--- src/rtl/alu_pkg.sv ---
// Types and constants shared by the ALU execute-stage units (adder, divider).
package alu_pkg;

    typedef enum logic [1:0] {
        IDLE,
        CALC,
        FIX,
        DONE
    } state_t;

    // Flag-vector bit positions, identical for every unit feeding the flag mux.
    localparam int FLAG_SF = 4;
    localparam int FLAG_CF = 3;
    localparam int FLAG_OF = 2;
    localparam int FLAG_PF = 1;
    localparam int FLAG_ZF = 0;
    localparam int FLAG_W  = 5;

    function automatic logic [63:0] ALL_ONES(input int w);
        return (w >= 64) ? {64{1'b1}} : ((64'd1 << w) - 64'd1);
    endfunction

    function automatic logic [63:0] MIN_NEG(input int w);
        return 64'd1 << (w - 1);
    endfunction

endpackage

--- src/rtl/div_trial_sub.sv ---
// (WIDTH+1)-bit trial subtractor a - b computed as a + ~b + 1 with 4-bit
// carry-lookahead slices; borrow is the inverted final carry.
module div_trial_sub #(
    parameter int WIDTH = 16
) (
    input  logic [WIDTH:0] a,
    input  logic [WIDTH:0] b,
    output logic [WIDTH:0] diff,
    output logic           borrow
);
    localparam int NS = WIDTH / 4;

    logic [WIDTH:0] bn;
    logic [NS:0]    c;
    logic           p_top;
    logic           g_top;

    assign bn   = ~b;
    assign c[0] = 1'b1;

    for (genvar i = 0; i < NS; i++) begin : g_slice
        logic [3:0] p;
        logic [3:0] g;
        logic [3:0] cc;

        assign p     = a[4*i +: 4] ^ bn[4*i +: 4];
        assign g     = a[4*i +: 4] & bn[4*i +: 4];
        assign cc[0] = c[i];
        assign cc[1] = g[0] | (p[0] & c[i]);
        assign cc[2] = g[1] | (p[1] & g[0]) | (p[1] & p[0] & c[i]);
        assign cc[3] = g[2] | (p[2] & g[1]) | (p[2] & p[1] & g[0])
                     | (p[2] & p[1] & p[0] & c[i]);
        assign c[i+1] = g[3] | (p[3] & g[2]) | (p[3] & p[2] & g[1])
                      | (p[3] & p[2] & p[1] & g[0]) | ((&p) & c[i]);
        assign diff[4*i +: 4] = p ^ cc;
    end

    // The extra top bit sits above the last full slice.
    assign p_top       = a[WIDTH] ^ bn[WIDTH];
    assign g_top       = a[WIDTH] & bn[WIDTH];
    assign diff[WIDTH] = p_top ^ c[NS];
    assign borrow      = ~(g_top | (p_top & c[NS]));

endmodule

--- src/rtl/seq_divider.sv ---
// Iterative restoring divider. States: IDLE wait for start | CALC one trial
// subtraction per clock | FIX sign correction | DONE register results, pulse done.
module seq_divider
    import alu_pkg::*;
#(
    parameter int WIDTH = 16
) (
    input  logic             clk,
    input  logic             rst,
    input  logic             start,
    input  logic             op_signed,
    input  logic [WIDTH-1:0] dividend,
    input  logic [WIDTH-1:0] divisor,
    output logic             busy,
    output logic             done,
    output logic [WIDTH-1:0] quotient,
    output logic [WIDTH-1:0] remainder,
    output logic             SF,
    output logic             CF,
    output logic             OF,
    output logic             PF,
    output logic             ZF
);
    localparam int CW = $clog2(WIDTH);
    localparam logic [WIDTH-1:0] ONES = WIDTH'(ALL_ONES(WIDTH));
    localparam logic [WIDTH-1:0] MNEG = WIDTH'(MIN_NEG(WIDTH));

    state_t              state;
    logic [WIDTH:0]      rem;
    logic [WIDTH-1:0]    dq;
    logic [WIDTH-1:0]    dmag;
    logic [CW-1:0]       cnt;
    logic                sign_q;
    logic                sign_r;
    logic                cf_r;
    logic                of_r;
    logic [FLAG_W-1:0]   flags;
    logic [WIDTH:0]      trial_a;
    logic [WIDTH:0]      trial_d;
    logic                trial_borrow;
    logic                dvd_neg;
    logic                dvs_neg;

    // dq holds the dividend magnitude; quotient bits shift in behind it.
    assign trial_a = {rem[WIDTH-1:0], dq[WIDTH-1]};

    div_trial_sub #(.WIDTH(WIDTH)) u_trial (
        .a      (trial_a),
        .b      ({1'b0, dmag}),
        .diff   (trial_d),
        .borrow (trial_borrow)
    );

    assign dvd_neg = op_signed & dividend[WIDTH-1];
    assign dvs_neg = op_signed & divisor[WIDTH-1];

    assign SF = flags[FLAG_SF];
    assign CF = flags[FLAG_CF];
    assign OF = flags[FLAG_OF];
    assign PF = flags[FLAG_PF];
    assign ZF = flags[FLAG_ZF];

    always_ff @(posedge clk) begin
        if (rst) begin
            state     <= IDLE;
            rem       <= '0;
            dq        <= '0;
            dmag      <= '0;
            cnt       <= '0;
            sign_q    <= 1'b0;
            sign_r    <= 1'b0;
            cf_r      <= 1'b0;
            of_r      <= 1'b0;
            busy      <= 1'b0;
            done      <= 1'b0;
            quotient  <= '0;
            remainder <= '0;
            flags     <= '0;
        end else begin
            done <= 1'b0;
            case (state)
                IDLE: begin
                    busy <= 1'b0;
                    if (start) begin
                        cnt    <= '0;
                        cf_r   <= 1'b0;
                        of_r   <= 1'b0;
                        sign_q <= 1'b0;
                        sign_r <= 1'b0;
                        // Shortcuts preload final results and pass through FIX unchanged.
                        if (divisor == '0) begin
                            dq    <= ONES;
                            rem   <= {1'b0, dividend};
                            cf_r  <= 1'b1;
                            state <= FIX;
                        end else if (op_signed && dividend == MNEG && divisor == ONES) begin
                            dq    <= MNEG;
                            rem   <= '0;
                            of_r  <= 1'b1;
                            state <= FIX;
                        end else begin
                            dq     <= dvd_neg ? -dividend : dividend;
                            dmag   <= dvs_neg ? -divisor : divisor;
                            rem    <= '0;
                            sign_q <= dvd_neg ^ dvs_neg;
                            sign_r <= dvd_neg;
                            state  <= CALC;
                        end
                    end
                end
                CALC: begin
                    busy <= 1'b1;
                    cnt  <= cnt + 1'b1;
                    dq   <= {dq[WIDTH-2:0], ~trial_borrow};
                    rem  <= trial_borrow ? trial_a : trial_d;
                    if (cnt == CW'(WIDTH - 1)) begin
                        state <= FIX;
                    end
                end
                FIX: begin
                    busy <= 1'b1;
                    if (sign_q) begin
                        dq <= -dq;
                    end
                    if (sign_r) begin
                        rem <= -rem;
                    end
                    state <= DONE;
                end
                DONE: begin
                    busy           <= 1'b0;
                    done           <= 1'b1;
                    quotient       <= dq;
                    remainder      <= rem[WIDTH-1:0];
                    flags[FLAG_SF] <= dq[WIDTH-1];
                    flags[FLAG_CF] <= cf_r;
                    flags[FLAG_OF] <= of_r;
                    flags[FLAG_PF] <= ^dq;
                    flags[FLAG_ZF] <= (dq == '0);
                    state          <= IDLE;
                end
                default: state <= IDLE;
            endcase
        end
    end

endmodule

--- config.mk ---
export PLATFORM = sky130hd
export DESIGN_NAME = seq_divider
export DESIGN_NICKNAME = d
export VERILOG_FILES = /design/src/rtl/alu_pkg.sv /design/src/rtl/div_trial_sub.sv /design/src/rtl/seq_divider.sv
export SDC_FILE = /design/constraint.sdc
export NUM_CORES = 1
export LEC_CHECK = 0
export ABC_AREA = 1
export CAP_MARGIN = 20
export CORE_UTILIZATION = 58
export CTS_BUF_LIST = sky130_fd_sc_hd__clkbuf_16
export DETAILED_ROUTE_END_ITERATION = 7
export PLACE_DENSITY = 0.9
export SLEW_MARGIN = 30
export SYNTH_ARGS = -nofsm -noshare
export SYNTH_HDL_FRONTEND = slang
export SYNTH_HIERARCHICAL = 1
export SYNTH_SLANG_ARGS = --single-unit
--- constraint.sdc ---
create_clock -name clk -period 3.2 [get_ports clk]
set_input_delay 0.64 -clock clk [delete_from_list [all_inputs] [get_ports clk]]
set_output_delay 0.64 -clock clk [all_outputs]
set_load 0.03 [all_outputs]
Word-level counts from Yosys, hierarchy flattened
Cells that the tools add are included.
Cells by class
  add/sub/neg operators: 5
  reduce and logical (&&, ||, !) cells: 20
  bitwise operators: 119
  multiplexer cells: 28
  equal/unequal tests: 10
Operators with widths (count)
  2-to-1 mux 16 bit: 7
  AND 1 bit: 60
  2-to-1 mux 17 bit: 3
  one-hot mux 17 bit (3 select lines): 1
  negation 16 bit: 3
  one-hot mux 16 bit (3 select lines): 1
  bitwise OR 1 bit: 41
  == test 16 bit (second input constant): 2
  logical NOT 16 bit: 2
  bitwise XOR 4 bit: 8
  AND reduction 4 bit: 5
  negation 17 bit: 1
  NOT 16 -> 17 bit: 1
  AND 4 bit: 4
  XOR reduction 16 bit: 1
  2-to-1 mux 1 bit: 8
  2-to-1 mux 2 bit: 4
  != test 2 bit (second input constant): 4
  one-hot mux 2 bit (4 select lines): 1
  one-hot mux 4 bit (2 select lines): 1
  AND reduction 2 bit: 3
  AND reduction 3 bit: 2
  adder 4 x 1 -> 4 bit (second input constant): 1
  == test 2 bit (second input constant): 2
  other kinds (11): 16
Word-level totals
  bits of input ports: 36
  output and inout port bits: 39
  word-level logic and storage cells: 196
  flip-flop bits (word level): 98

Logic depth before layout (Yosys ltp)
Gate-level depths: netlist of run 1.
  depth after elaboration: 17
  mapped depth: 20
  gate-level depth less buffers: 20

Hierarchy
Netlist of run 1, hierarchy kept.
Modules (own cells, without submodules)
  seq_divider: area each 5928.2 um^2, cells an instance 927, sequential area each 1921.8 um^2, times used 1
  div_trial_sub: area each 815.8 um^2, cells an instance 132, sequential area each 0.0 um^2, times used 1

Worst setup path after synthesis of run 1
Ideal clock, no wire load.
  kind: flip-flop to flip-flop
  start: register dmag[1]
  end: register rem[10]
  library setup time: 0.132 ns
  cell stages (with the launch flop): 20
  data arrival time: 2.401 ns
  buffers on the path: 1
  slack: 0.667 ns
  clock period less this slack: 2.533 ns
  required time: 3.068 ns
  cell sequence: dfxtp_1 -> inv_1 -> ha_1 -> nand2_1 -> nand3_2 -> nand2_2 -> nand2_2 -> nand2_2 -> nand2_2 -> nand2_2 -> nand2_2 -> a31oi_1 -> fa_1 -> inv_1 -> clkbuf_1 -> o21ai_0 -> a21oi_1 -> o21ai_0 -> nand3_1 -> a21oi_1
Between the ends
  longest elaborated chain between the ends: 16
  elaborated cells between the ends (all ways): 23
  those cells by class: mux (2); bitwise (20); reduce/logical (1)
Ends and longest elaborated chain
  start, declared: line seq_divider.sv:31  | logic [WIDTH-1:0] dmag;
  start signal, assigned: line seq_divider.sv:103  | dmag <= dvs_neg ? -divisor : divisor;
  NOT 16 -> 17 bit *: line div_trial_sub.sv:18  | assign bn = ~b;
  AND 4 bit or bitwise XOR 4 bit (tied branches): line div_trial_sub.sv:27, div_trial_sub.sv:26
  AND 1 bit, on equally long branches: line div_trial_sub.sv:33, div_trial_sub.sv:34
  bitwise OR 1 bit or AND 1 bit (tied branches): line div_trial_sub.sv:33, div_trial_sub.sv:34
  bitwise OR 1 bit: line div_trial_sub.sv:34  | | (p[3] & p[2] & p[1] & g[0]) | ((&p) & c[i]);
  bitwise OR 1 bit *: line div_trial_sub.sv:34
  AND 1 bit *: line div_trial_sub.sv:34
  bitwise OR 1 bit *: line div_trial_sub.sv:34
  AND 1 bit: line div_trial_sub.sv:34
  bitwise OR 1 bit: line div_trial_sub.sv:34
  AND 1 bit: line div_trial_sub.sv:34
  bitwise OR 1 bit: line div_trial_sub.sv:34
  AND 1 bit: line div_trial_sub.sv:42  | assign borrow = ~(g_top | (p_top & c[NS]));
  bitwise OR 1 bit: line div_trial_sub.sv:42
  2-to-1 mux 17 bit *: line seq_divider.sv:115  | rem <= trial_borrow ? trial_a : trial_d;
  one-hot mux 17 bit (3 select lines) *: line seq_divider.sv:81  | case (state)
  end signal, assigned: line seq_divider.sv:93  | rem <= {1'b0, dividend};
  end signal, assigned: line seq_divider.sv:115
  end signal, assigned: line seq_divider.sv:126  | rem <= -rem;
  end, declared: line seq_divider.sv:29  | logic [WIDTH:0] rem;
Mark *: on every way between the ends. The rest lies on a longest branch, timed or not.
A chain may end at the register's enable or synchronous reset.

Worst setup path in the final report of run 1
  start: register dq[15]
  end: register rem[3]
Between the ends
  longest elaborated chain between the ends: 14
  elaborated cells between the ends (all ways): 21
  those cells by class: mux (2); bitwise (18); reduce/logical (1)
Ends and longest elaborated chain
  start, declared: line seq_divider.sv:30  | logic [WIDTH-1:0] dq;
  start signal, assigned: line seq_divider.sv:102  | dq <= dvd_neg ? -dividend : dividend;
  start signal, assigned: line seq_divider.sv:114  | dq <= {dq[WIDTH-2:0], ~trial_borrow};
  start signal, assigned: line seq_divider.sv:123  | dq <= -dq;
  AND 4 bit: line div_trial_sub.sv:27  | assign g = a[4*i +: 4] & bn[4*i +: 4];
  AND 1 bit: line div_trial_sub.sv:34
  bitwise OR 1 bit (2 in series): line div_trial_sub.sv:34
  AND 1 bit: line div_trial_sub.sv:34
  bitwise OR 1 bit: line div_trial_sub.sv:34
  AND 1 bit: line div_trial_sub.sv:34
  bitwise OR 1 bit: line div_trial_sub.sv:34
  AND 1 bit: line div_trial_sub.sv:34
  bitwise OR 1 bit: line div_trial_sub.sv:34
  AND 1 bit: line div_trial_sub.sv:42
  bitwise OR 1 bit: line div_trial_sub.sv:42
  2-to-1 mux 17 bit *: line seq_divider.sv:115
  one-hot mux 17 bit (3 select lines) *: line seq_divider.sv:81
Marks and branches as above.

==> results of run 1 <==
cell type report:
cell class                 count  area (um^2)
multi-input combinational    780         4100
sequential                    96         1920
clock inverter                 7         97.6
inverter                     139          527
tap                          143          179
clock buffer                   9          225
timing repair buffer          91          868
fill                         955         3450
through the flow:
step                setup slack, ns  cells  hold slack [ns]
floorplan                     0.667   1058            0.446
global placement              0.335   1249            0.453
detailed placement            0.278   1249            0.458
CTS                           0.343   1265            0.470
global route                 0.0517   1265            0.492
finish                        0.254   1265            0.471
per-layer routing:
metal  vias up  routed length (um)  GRT usage (%)
li1       3562                   -              -
met1      3252                7850           39.0
met2       346                9100           56.3
met3        91                1500           7.59
met4         0                 749           17.1
met5         -                   0              0
path summary, 6_finish.rpt:
path / startpoint / endpoint / slack [ns] / depth (start not counted)
min reg2reg: sign_q$_SDFFE_PP0P_ / sign_q$_SDFFE_PP0P_ / 0.47 / 2
max: dq[15]$_SDFFE_PP0P_ / rem[3]$_SDFFE_PP0P_ / 0.25 / 20
max reg2reg: dq[15]$_SDFFE_PP0P_ / rem[3]$_SDFFE_PP0P_ / 0.25 / 20
min: sign_q$_SDFFE_PP0P_ / sign_q$_SDFFE_PP0P_ / 0.47 / 2
report_power, final:
part	total, W	switching [W]	leakage [nW]	internal, W
sequential	0.00182	0.000292	0.785	0.00153
clock	0.00120	0.000560	0.159	0.000635
combinational	0.00549	0.00356	2.61	0.00193
total	0.00850	0.00441	3.55	0.00409
cells in the final DEF (no fill, tap or decap), types with 13 or more instances in the layout:
cell type        instances
nor2_1                 106
o21ai_0                105
buf_4                   17
nand3_1                 80
a21oi_1                132
ha_1                    34
clkdlybuf4s50_1         74
inv_1                  129
xor2_1                  22
xnor2_1                 13
nand2_1                220
dfxtp_1                 96
flip-flops by register name (all words and copies together) (netlist names), 2 cells and up:
| name | count |
|---|---|
| cnt | 4 |
| dmag | 16 |
| dq | 16 |
| flags | 4 |
| quotient | 16 |
| rem | 16 |
| remainder | 16 |
| state | 2 |
worst min-delay path, stage by stage, from the launching register on:
cell,delay (ns)
dfxtp_1,0.31
nand2_1,0.06
a21oi_1,0.05
==> flow_summary.json, run 1 <==
{
  "crit_required_ns": 3.46,
  "crit_arrival_ns": 3.20,
  "antenna_found_initial": 0,
  "max_cap_viol_count": 0,
  "syn-num-nets": 1133,
  "die_w_um": 110,
  "slew_violations": 0,
  "num_rows": 39,
  "clkLatencyLatePin_ns": 0.36,
  "hpwl_mm": 13.9,
  "holdBufCountCts": 0,
  "antenna_left": 0,
  "worst_pin_slew_ns": 0.596,
  "dr.pass1.iters": 6,
  "grt_pass1_vias": 6792,
  "drive_above_1_share_pct": 5.53,
  "wl_mm": 19.2,
  "synth_cells": 1058,
  "cts_resized": 0,
  "drc": 0,
  "netlist_area_um2": 6740,
  "cts_max_level": 3,
  "avgSynthCellArea_um2": 6.37,
  "stdcell_area_um2": 7920,
  "portBuffers": 74,
  "total_power_w": 0.00850,
  "num_vias": 7251,
  "final_util_pct": 69.6,
  "tns_ns": 0,
  "p_per_area_nw_per_um2": 1070,
  "start_util_pct": 59.3,
  "outcome": "finished, final reports clean",
  "vias_per_cell": 5.73,
  "numCtsBuffers": 9,
  "worstPathMaxFanout": 20,
  "overflow": 0,
  "slowest_stage": "dfxtp_1",
  "track_usage_pct": 33.2,
  "root_buffer": "clkbuf_16",
  "period_needed_ns": 2.95,
  "setup_viol_count_final": 0,
  "max_slew_margin_pct": 60.2,
  "post_cts_buffers": 0,
  "initialDrtViolationCount": 780,
  "placed_cell_area_um2": 7600,
  "cp_top_family": "compound AO/OA/AOI/OAI gates",
  "worstSetupStartpointType": "flip-flop",
  "cp_cell_sequence": "inv_1 -> ha_1 -> nand2_1 -> nand3_2 -> nand2_2 -> nand2_2 -> nand2_2 -> nand2_2 -> nand2_2 -> nand2_2 -> a31oi_1 -> fa_1 -> buf_4 -> a21oi_1 -> o21ai_0 -> o21ai_0 -> a21oi_1 -> nand2_1 -> o211ai_1 -> inv_1",
  "clk_path_buf_depth": 2,
  "grt_max_degree": 68,
  "rsz0062_at_grt": "false",
  "syn2layout_area_growth_pct": 17.5,
  "endpoint_kind": "flip-flop",
  "critPathBufInv": 3,
  "gp_congestion": 0.939,
  "worstHoldPathType": "flip-flop to flip-flop",
  "yosysWarnings": 6,
  "cpMostUsedCell": "nand2_2",
  "vdd_drop_max_mv": 0.528,
  "clock-sinks": 96,
  "die_area_um2": 12100,
  "fmax_mhz": 339,
  "core_area_um2": 11400,
  "grt_pass1_wl_mm": 31.5,
  "hold_viol": 0,
  "path_clk_slew_ns": 0.08,
  "fin_crit_sh_pct": 92.1,
  "crit_path_max_incr_delay_ns": 0.42,
  "leakagePower_nw": 3.55,
  "antenna_cells": 0,
  "fin_skew_ns": 0.00635,
  "io_pins": 75,
  "path_class": "flip-flop to flip-flop",
  "cts_tree": "built",
  "die_h_um": 110,
  "nNetsFinal": 1192,
  "wl_per_cell_um": 15.2
}
Power figures use the tool's default switching activity.
==> run 2: changes to the inputs <==
--- a/config.mk
+++ b/config.mk
@@ -7,10 +7,10 @@
 export LEC_CHECK = 0
 export ABC_AREA = 1
 export CAP_MARGIN = 20
-export CORE_UTILIZATION = 58
+export CORE_UTILIZATION = 40
 export CTS_BUF_LIST = sky130_fd_sc_hd__clkbuf_16
 export DETAILED_ROUTE_END_ITERATION = 7
-export PLACE_DENSITY = 0.9
+export PLACE_DENSITY = 0.68
 export SLEW_MARGIN = 30
 export SYNTH_ARGS = -nofsm -noshare
 export SYNTH_HDL_FRONTEND = slang
==> flow_summary.json, run 2 (synthesized netlist as in run 1, its figures left out) <==
{
  "path_class": "flip-flop to flip-flop",
  "overflow": 0,
  "grt_pass1_wl_mm": 32.0,
  "drive_above_1_share_pct": 5.09,
  "fin_skew_ns": 0.0125,
  "mostFrequentLayoutCell": "nand2_1",
  "vdd_drop_max_mv": 0.364,
  "max_slew_margin_pct": 53.2,
  "clkLatencyLatePin_ns": 0.36,
  "worst_pin_slew_ns": 0.701,
  "endpoint_kind": "flip-flop",
  "antenna_left": 0,
  "holdBufCountCts": 0,
  "die_w_um": 132,
  "die_area_um2": 17400,
  "num_vias": 6949,
  "antenna_cells": 0,
  "num_rows": 47,
  "portBuffers": 74,
  "p_per_area_nw_per_um2": 1050,
  "hold_viol": 0,
  "cts_tree": "built",
  "fin_crit_sh_pct": 88.2,
  "core_area_um2": 16500,
  "regToRegSetupSlack_ns": 0.38,
  "dr.pass1.iters": 6,
  "worstHoldEndpoint": "dmag[7]$_SDFFE_PP0P_",
  "max_cap_viol_count": 0,
  "start_util_pct": 40.8,
  "drc": 0,
  "hpwl_mm": 14.5,
  "io_pins": 75,
  "slew_violations": 0,
  "root_buffer": "clkbuf_16",
  "outcome": "finished, final reports clean",
  "die_h_um": 132,
  "tns_ns": 0,
  "rsz0062_at_grt": "false",
  "hold_path_depth": 2,
  "worstHoldPathType": "flip-flop to flip-flop",
  "numCtsBuffers": 9,
  "wl_per_cell_um": 14.4,
  "setup_viol_count_final": 0,
  "grt_max_degree": 68,
  "track_usage_pct": 22.9,
  "worstPathMaxFanout": 13,
  "clock-sinks": 96,
  "r2r_cells": 17,
  "layout_common_cells": "nand2_1 (220), a21oi_1 (132), inv_1 (130), nor2_1 (106), o21ai_0 (105)",
  "hold-worst-slack_ns": 0.491,
  "gp_congestion": 0.941,
  "worstReg2RegStart": "dmag[5]$_SDFFE_PP0P_",
  "fmax_mhz": 354,
  "r2r-end": "rem[9]$_SDFFE_PP0P_",
  "post_cts_buffers": 0,
  "crit_arrival_ns": 3.11,
  "wl_mm": 19.3,
  "hp-start": "dmag[7]$_SDFFE_PP0P_",
  "period_needed_ns": 2.82,
  "initialDrtViolationCount": 522,
  "worstSetupStartpointType": "flip-flop",
  "clk_path_buf_depth": 2,
  "antenna_found_initial": 0,
  "nNetsFinal": 1191,
  "crit_required_ns": 3.49,
  "syn2layout_area_growth_pct": 18.5,
  "leakagePower_nw": 3.54,
  "cts_max_level": 3,
  "vias_per_cell": 5.19,
  "cts_resized": 0,
  "grt_pass1_vias": 6468,
  "path_clk_slew_ns": 0.07
}
-- run 2: cell types whose count changed in the layout (fill, tap and decap cells not counted), sizes merged --
cell and change:
buf -1, inv -3, clkinv +1, bufinv +1
-- run 2: area by class of cell --
| class | instances | area [um^2] |
|---|---|---|
| Sequential cell | 96 | 1920 |
| Fill cell | 1693 | 8540 |
| Clock buffer | 9 | 225 |
| Inverter | 139 | 527 |
| Multi-Input combinational cell | 780 | 4100 |
| Timing Repair Buffer | 90 | 861 |
| Clock inverter | 6 | 76.3 |
| Tap cell | 220 | 275 |
-- run 2: critical path: stages (launching register included) --
cell     delay (ns)
dfxtp_1        0.34
inv_1          0.05
ha_1           0.34
inv_1          0.08
nor3_1         0.24
nor2_1         0.10
nand2_2        0.13
nand2_2        0.06
nand2_2        0.08
a31oi_1        0.10
fa_1           0.40
inv_1          0.27
nand2_1        0.09
o21ai_0        0.10
a21oi_1        0.08
o21ai_0        0.09
nand3_1        0.09
a21oi_1        0.13
-- run 2: where the power goes --
group	switching, W	leakage (nW)	total, W	internal (W)
clock	0.000461	0.152	0.00113	0.000671
sequential	0.000285	0.785	0.00181	0.00153
combinational	0.00350	2.60	0.00543	0.00193
-- run 2: how the worst max path moves through the flow --
stage | startpoint | end | slack, ns
final | dmag[5]$_SDFFE_PP0P_ | rem[9]$_SDFFE_PP0P_ | 0.38
after global routing | dmag[5]$_SDFFE_PP0P_ | rem[3]$_SDFFE_PP0P_ | 0.09
after CTS | dmag[5]$_SDFFE_PP0P_ | rem[3]$_SDFFE_PP0P_ | 0.45
after detailed placement | dividend[1] | dmag[14]$_SDFFE_PP0P_ | 0.32
after global placement | dividend[1] | dmag[14]$_SDFFE_PP0P_ | 0.36
after floorplan | dmag[1]$_SDFFE_PP0P_ | rem[10]$_SDFFE_PP0P_ | 0.67
-- run 2: per-layer routing --
metal  vias up  GRT usage [%]  share of wire, %
met5         -              0                 0
met2       246           37.9                46
met3        37           2.85               5.8
li1       3558              -                 -
met1      3108           29.7                46
met4         0           10.8               3.0
-- run 2: stage by stage --
step           util, %  instance area (um^2)  power (W)  instances  setup WS, ns
3_3_place_gp      46.5                  7680    0.00713       1325         0.360
2_1_floorplan        -                  6740    0.00584       1058         0.667
4_1_cts           48.3                  7990    0.00834       1340         0.449
6_report          48.3                  7990    0.00837       1340         0.379
5_1_grt           48.3                  7990    0.00917       1340        0.0919
3_5_place_dp      46.5                  7680    0.00719       1325         0.321
==> run 3: changes to the inputs <==
--- a/config.mk
+++ b/config.mk
@@ -9,6 +9,7 @@
 export CAP_MARGIN = 20
 export CORE_UTILIZATION = 40
 export CTS_BUF_LIST = sky130_fd_sc_hd__clkbuf_16
+export CTS_CLUSTER_SIZE = 8
 export DETAILED_ROUTE_END_ITERATION = 7
 export PLACE_DENSITY = 0.68
 export SLEW_MARGIN = 30
==> results of run 3 <==
No change in the layout: final DEF, timing and power equal those of run 2.
